`config.mk`:
```
export PLATFORM = sky130hd
export DESIGN_NAME = uart_reg_bridge
export DESIGN_NICKNAME = d
export VERILOG_FILES = /design/src/rtl/uart_reg_bridge.sv
export SDC_FILE = /design/constraint.sdc
export NUM_CORES = 1
export LEC_CHECK = 0
export ABC_AREA = 0
export CAP_MARGIN = 20
export CORE_MARGIN = 2
export CORE_UTILIZATION = 40
export DETAILED_ROUTE_END_ITERATION = 8
export HOLD_SLACK_MARGIN = 0.1
export PLACE_DENSITY = 0.72
export REMOVE_ABC_BUFFERS = 1
export SKIP_CTS_REPAIR_TIMING = 1
export SYNTH_ARGS = -nofsm -noshare
export SYNTH_HDL_FRONTEND = slang
export SYNTH_SLANG_ARGS = --single-unit
```
`constraint.sdc`:
```
create_clock -name clk60 -period 2.65 [get_ports clk60]
set_input_delay 0.53 -clock clk60 [delete_from_list [all_inputs] [get_ports clk60]]
set_output_delay 0.53 -clock clk60 [all_outputs]
set_load 0.05 [all_outputs]
```
`src/rtl/uart_reg_bridge.sv`:
```
// Byte-framed host command bridge: parses UART read/write frames into register
// accesses and serialises the reply (ACK byte or 4 read-data bytes) back to uart_tx.
module uart_reg_bridge #(
   parameter int unsigned TIMEOUT_CYC = 600000,
   parameter logic [7:0]  ACK_BYTE    = 8'h06
) (
   input  logic        clk60,
   input  logic        rst,
   input  logic [7:0]  rxData,
   input  logic        rxValid,
   output logic        rxack,
   output logic [7:0]  txData,
   output logic        txSend,
   input  logic        txBusy,
   output logic        we,
   output logic [6:0]  addr,
   output logic [31:0] wdat,
   input  logic [31:0] rdat
);

   localparam int unsigned TW = $clog2(TIMEOUT_CYC + 1);

   typedef enum logic [2:0] {
      StIdle,
      StGetData,
      StWrite,
      StRdLatch,
      StTxByte,
      StTxWait
   } state_e;

   state_e        state_q, state_d;
   logic          rxack_q, rxack_d;
   logic          txsend_q, txsend_d;
   logic [7:0]    txdata_q, txdata_d;
   logic          we_q, we_d;
   logic [6:0]    addr_q, addr_d;
   logic [31:0]   wdat_q, wdat_d;
   logic [31:0]   shift_q, shift_d;
   logic [2:0]    cnt_q, cnt_d;
   logic [1:0]    bcnt_q, bcnt_d;
   logic [TW-1:0] tmo_q, tmo_d;
   logic          byte_take;

   // A byte is taken only once: the cycle rxack is high the source still shows it.
   assign byte_take = rxValid && !rxack_q;

   always_comb begin
      state_d  = state_q;
      rxack_d  = 1'b0;
      txsend_d = 1'b0;
      we_d     = 1'b0;
      txdata_d = txdata_q;
      addr_d   = addr_q;
      wdat_d   = wdat_q;
      shift_d  = shift_q;
      cnt_d    = cnt_q;
      bcnt_d   = bcnt_q;
      tmo_d    = tmo_q;
      unique case (state_q)
         StIdle: begin
            if (byte_take) begin
               rxack_d = 1'b1;
               addr_d  = rxData[6:0];
               if (rxData[7]) begin
                  state_d = StGetData;
                  bcnt_d  = 2'd0;
                  tmo_d   = '0;
               end else begin
                  state_d = StRdLatch;
               end
            end
         end
         StGetData: begin
            // Expiry wins over a same-cycle byte; that byte becomes the next header.
            if (tmo_q >= TW'(TIMEOUT_CYC)) begin
               state_d = StIdle;
            end else if (byte_take) begin
               rxack_d = 1'b1;
               wdat_d  = {wdat_q[23:0], rxData};
               tmo_d   = '0;
               bcnt_d  = bcnt_q + 2'd1;
               if (bcnt_q == 2'd3) state_d = StWrite;
            end else if (tmo_q != '1) begin
               tmo_d = tmo_q + 1'b1;
            end
         end
         StWrite: begin
            we_d    = 1'b1;
            shift_d = {ACK_BYTE, 24'h0};
            cnt_d   = 3'd1;
            state_d = StTxByte;
         end
         StRdLatch: begin
            shift_d = rdat;
            cnt_d   = 3'd4;
            state_d = StTxByte;
         end
         StTxByte: begin
            txdata_d = shift_q[31:24];
            txsend_d = 1'b1;
            shift_d  = {shift_q[23:0], 8'h00};
            cnt_d    = cnt_q - 3'd1;
            state_d  = StTxWait;
         end
         StTxWait: begin
            // txBusy may still be low in the txSend cycle itself.
            if (!txsend_q && !txBusy) begin
               state_d = (cnt_q != 3'd0) ? StTxByte : StIdle;
            end
         end
         default: state_d = StIdle;
      endcase
   end

   always_ff @(posedge clk60) begin
      if (rst) begin
         state_q  <= StIdle;
         rxack_q  <= 1'b0;
         txsend_q <= 1'b0;
         txdata_q <= 8'h00;
         we_q     <= 1'b0;
         addr_q   <= 7'h00;
         wdat_q   <= 32'h0;
         shift_q  <= 32'h0;
         cnt_q    <= 3'd0;
         bcnt_q   <= 2'd0;
         tmo_q    <= '0;
      end else begin
         state_q  <= state_d;
         rxack_q  <= rxack_d;
         txsend_q <= txsend_d;
         txdata_q <= txdata_d;
         we_q     <= we_d;
         addr_q   <= addr_d;
         wdat_q   <= wdat_d;
         shift_q  <= shift_d;
         cnt_q    <= cnt_d;
         bcnt_q   <= bcnt_d;
         tmo_q    <= tmo_d;
      end
   end

   assign rxack  = rxack_q;
   assign txSend = txsend_q;
   assign txData = txdata_q;
   assign we     = we_q;
   assign addr   = addr_q;
   assign wdat   = wdat_q;

endmodule

```
==> impl_metrics.yaml <==
power_and_ir_drop:
  vdd_drop_max_uv: 374
  power_density_mw_per_mm2: 849
  leakage_nw: 2.15
  power.total_mw: 5.46
place:
  routabilityCongestion: 0.908
  portBuffers: 93
  dpl.hpwl_um: 8530
yosys:
  synth_area_leaders: "dfxtp_1 43%, a21oi_1 8.6%, nand2_1 7.8%, nor2_1 4.8%, o21ai_0 4.3%"
  ys_ff_latch: 110
  yosysTopAreaCell: "dfxtp_1"
  synth_top_area_share: 0.435
  synth_cell_type_count: 58
  syn_area_per_cell_um2: 7.95
  netlist_area_mm2: 0.00507
  synth_seq_area_share: 0.435
  ys_warn_count: 0
  synth_cells: 637
job:
  drv_cap: 0
timing:
  slew_headroom: 0.597
  fin_crit_sh: 0.882
  drv_slew: 0
  finalHoldViolCount: 0
  timing.final.crit_period_ns: 2.34
  tightest_slew_ns: 0.604
  max_freq_ghz: 0.428
  skew_ns: 0.00433
  rsz0062_at_grt: "false"
  setup_violations: 0
route:
  drtAntennaViolNets: 0
  dr.max_layer_used: "met4"
  wl_met2_um: 6150
  drtPass1Iterations: 5
  wl_met1_um: 5940
  vias_per_cell: 5.53
  drc_errors: 0
  drt_iter0_drc: 365
  wl_met3_um: 714
  routed_wl_um: 13100
  vias: 4896
  wl_per_cell_um: 14.8
worst_setup_path:
  critPathCaptureType: "register"
  cp.arrival_ns: 2.55
  r2r_start: "tmo_q[0]$_SDFFE_PP0P_"
  criticalPathCategory: "reg -> reg"
  startpoint_type: "register"
  r2r_cells: 7
  worst_r2r_endpoint: "tmo_q[18]$_SDFFE_PP0P_"
  path_max_fanout: 9
  cp_data_required_time_ns: 2.86
  ff2ff_setup_slack_ns: 0.31
global_route:
  grt_overflow_total: 0
  grt_max_degree: 55
  grt_pass1_vias: 4551
  antenna_found_initial: 0
  grt_pass1_wl_um: 21200
  grt_use_total: 0.193
cells_and_area:
  area_growth_pct: 27.1
  diodes: 0
  finalNetCount: 757
  drive_above_1_share: 0.0729
  final_util: 0.514
  n_fill_cell: 1229
floorplan:
  coreArea_mm2: 0.0125
  die_w_um: 117
  num_rows: 41
  dieHeight_um: 117
  dieArea_mm2: 0.0136
  io_pins: 94
  initial_core_util: 0.405
clocking:
  clkSinkCount: 110
  clkLatencyLatePin_ns: 0.35
  cts_buffer_depth: 2
  clkTransAtPathRegs_ns: 0.07
  cts_inserted_buffers: 9
  h-tree-depth: 3
  root_buffer: "clkbuf_16"
  cts_tree: "yes"
hold_path:
  min_from: "wdat[27]$_SDFFE_PP0P_"
  holdPathEnd: "wdat[27]$_SDFFE_PP0P_"
  min_path_cells: 2
  hp-class: "reg -> reg"
status:
  status: "completed"
-- registers in the layout, summed over array words and instances (netlist names), 2 cells and up --
name	count
state_q	3
addr	7
wdat	32
cnt_q	3
tmo_q	20
txData	8
bcnt_q	2
shift_q	32
-- metal layers --
metal	GRT usage	vias to the layer above
li1	-	2412
met1	0.252	2316
met2	0.311	143
met3	0.0353	25
met4	0.0910	0
met5	0	-
-- stage by stage --
step | hold slack (ns) | area (um2) | setup TNS [ns] | std cells | setup slack (ns)
final | 0.454 | 6440 | 0 | 885 | 0.314
after global routing | 0.472 | 6440 | 0 | 885 | 0.154
after CTS | 0.456 | 6440 | 0 | 885 | 0.317
after detailed placement | 0.446 | 6140 | 0 | 869 | 0.269
after global placement | 0.441 | 6120 | 0 | 868 | 0.283
after floorplan | 0.427 | 4840 | -12.91 | 587 | -0.399
-- synthesized netlist by cell type, drive strengths merged --
cell     number
a21o          1
o31a          1
or4b          1
nand3b        4
ha            5
and3          4
dfxtp       110
a22o         21
nand4b        3
and2          5
inv           6
nor4          5
nor2b         6
a311oi        3
a22oi        17
or2           1
o21ai        45
o211a         1
nand2b        3
nor3          7
a2111oi       1
or4           3
o22ai         1
nand3         8
buf          10
a31oi         2
a211oi       26
a41oi         1
o2111ai       1
nand2       105
mux2i         1
o211ai        5
nor3b        13
a41o          1
and4          4
a211o         1
nor2         66
clkbuf       40
or2b          1
mux2          1
nand4         6
a21oi        87
o21bai        1
or3           3
-- report_power, final --
group	total (mW)	internal, mW	switching (mW)
logic	2.06	0.682	1.37
registers	2.03	1.86	0.170
clock network	1.38	0.760	0.619
-- how the worst max path moves through the flow --
stage	startpoint	to	depth (start not counted)
2_1_floorplan	state_q[1]$_SDFFE_PP0P_	cnt_q[0]$_SDFFE_PP0P_	3
3_3_place_gp	rxValid	tmo_q[18]$_SDFFE_PP0P_	7
3_5_place_dp	rxValid	tmo_q[18]$_SDFFE_PP0P_	7
4_1_cts	tmo_q[0]$_SDFFE_PP0P_	tmo_q[18]$_SDFFE_PP0P_	7
5_1_grt	tmo_q[0]$_SDFFE_PP0P_	tmo_q[13]$_SDFFE_PP0P_	6
6_report	tmo_q[0]$_SDFFE_PP0P_	tmo_q[18]$_SDFFE_PP0P_	7
-- cells by family after synthesis --
family,Yosys count,share of synthesized area
AO/OA/AOI/OAI,216,0.265
flip-flops,110,0.435
multiplexers,2,0.00420
buffers and inverters,56,0.0484
AND/OR/NAND/NOR,248,0.236
adder cells (fa/ha/maj),5,0.0123
-- cells in the final DEF (no fill, tap or decap), drive strengths merged, types with 2 or more instances in the layout --
cell type,synthesis,routed
and2,5,5
clkbuf,40,11
nand4b,3,3
a22o,21,21
o211ai,5,5
nor3b,13,13
o21ai,45,45
clkinv,0,2
nor4,5,5
nor2,66,66
clkinvlp,0,2
and3,4,4
a31oi,2,2
a21oi,87,87
a22oi,17,17
nand3b,4,4
nand2b,3,3
nand4,6,6
nor3,7,7
or4,3,3
clkdlybuf4s50,0,92
ha,5,5
nand3,8,8
nand2,105,105
a311oi,3,3
buf,10,18
a211oi,26,26
and4,4,4
or3,3,3
inv,6,6
dfxtp,110,110
nor2b,6,6
-- critical path: stages, from the launching register on --
cell      delay, ns
dfxtp_1        0.43
ha_1           0.24
and3_2         0.23
nand4_2        0.18
or4_4          0.57
o211a_1        0.27
a31oi_1        0.22
a211oi_1       0.06
-- layout make-up --
| class | instances | area, um2 | area share |
|---|---|---|---|
| clock buffer | 11 | 243 | 0.0377 |
| clock inverter | 5 | 58.8 | 0.00914 |
| multi-input combinational | 471 | 2620 | 0.408 |
| timing repair buffer | 110 | 1070 | 0.167 |
| inverter | 6 | 22.5 | 0.00350 |
| tap | 172 | 215 | 0.0334 |
| sequential | 110 | 2200 | 0.342 |
Power figures use the tool's default switching activity.
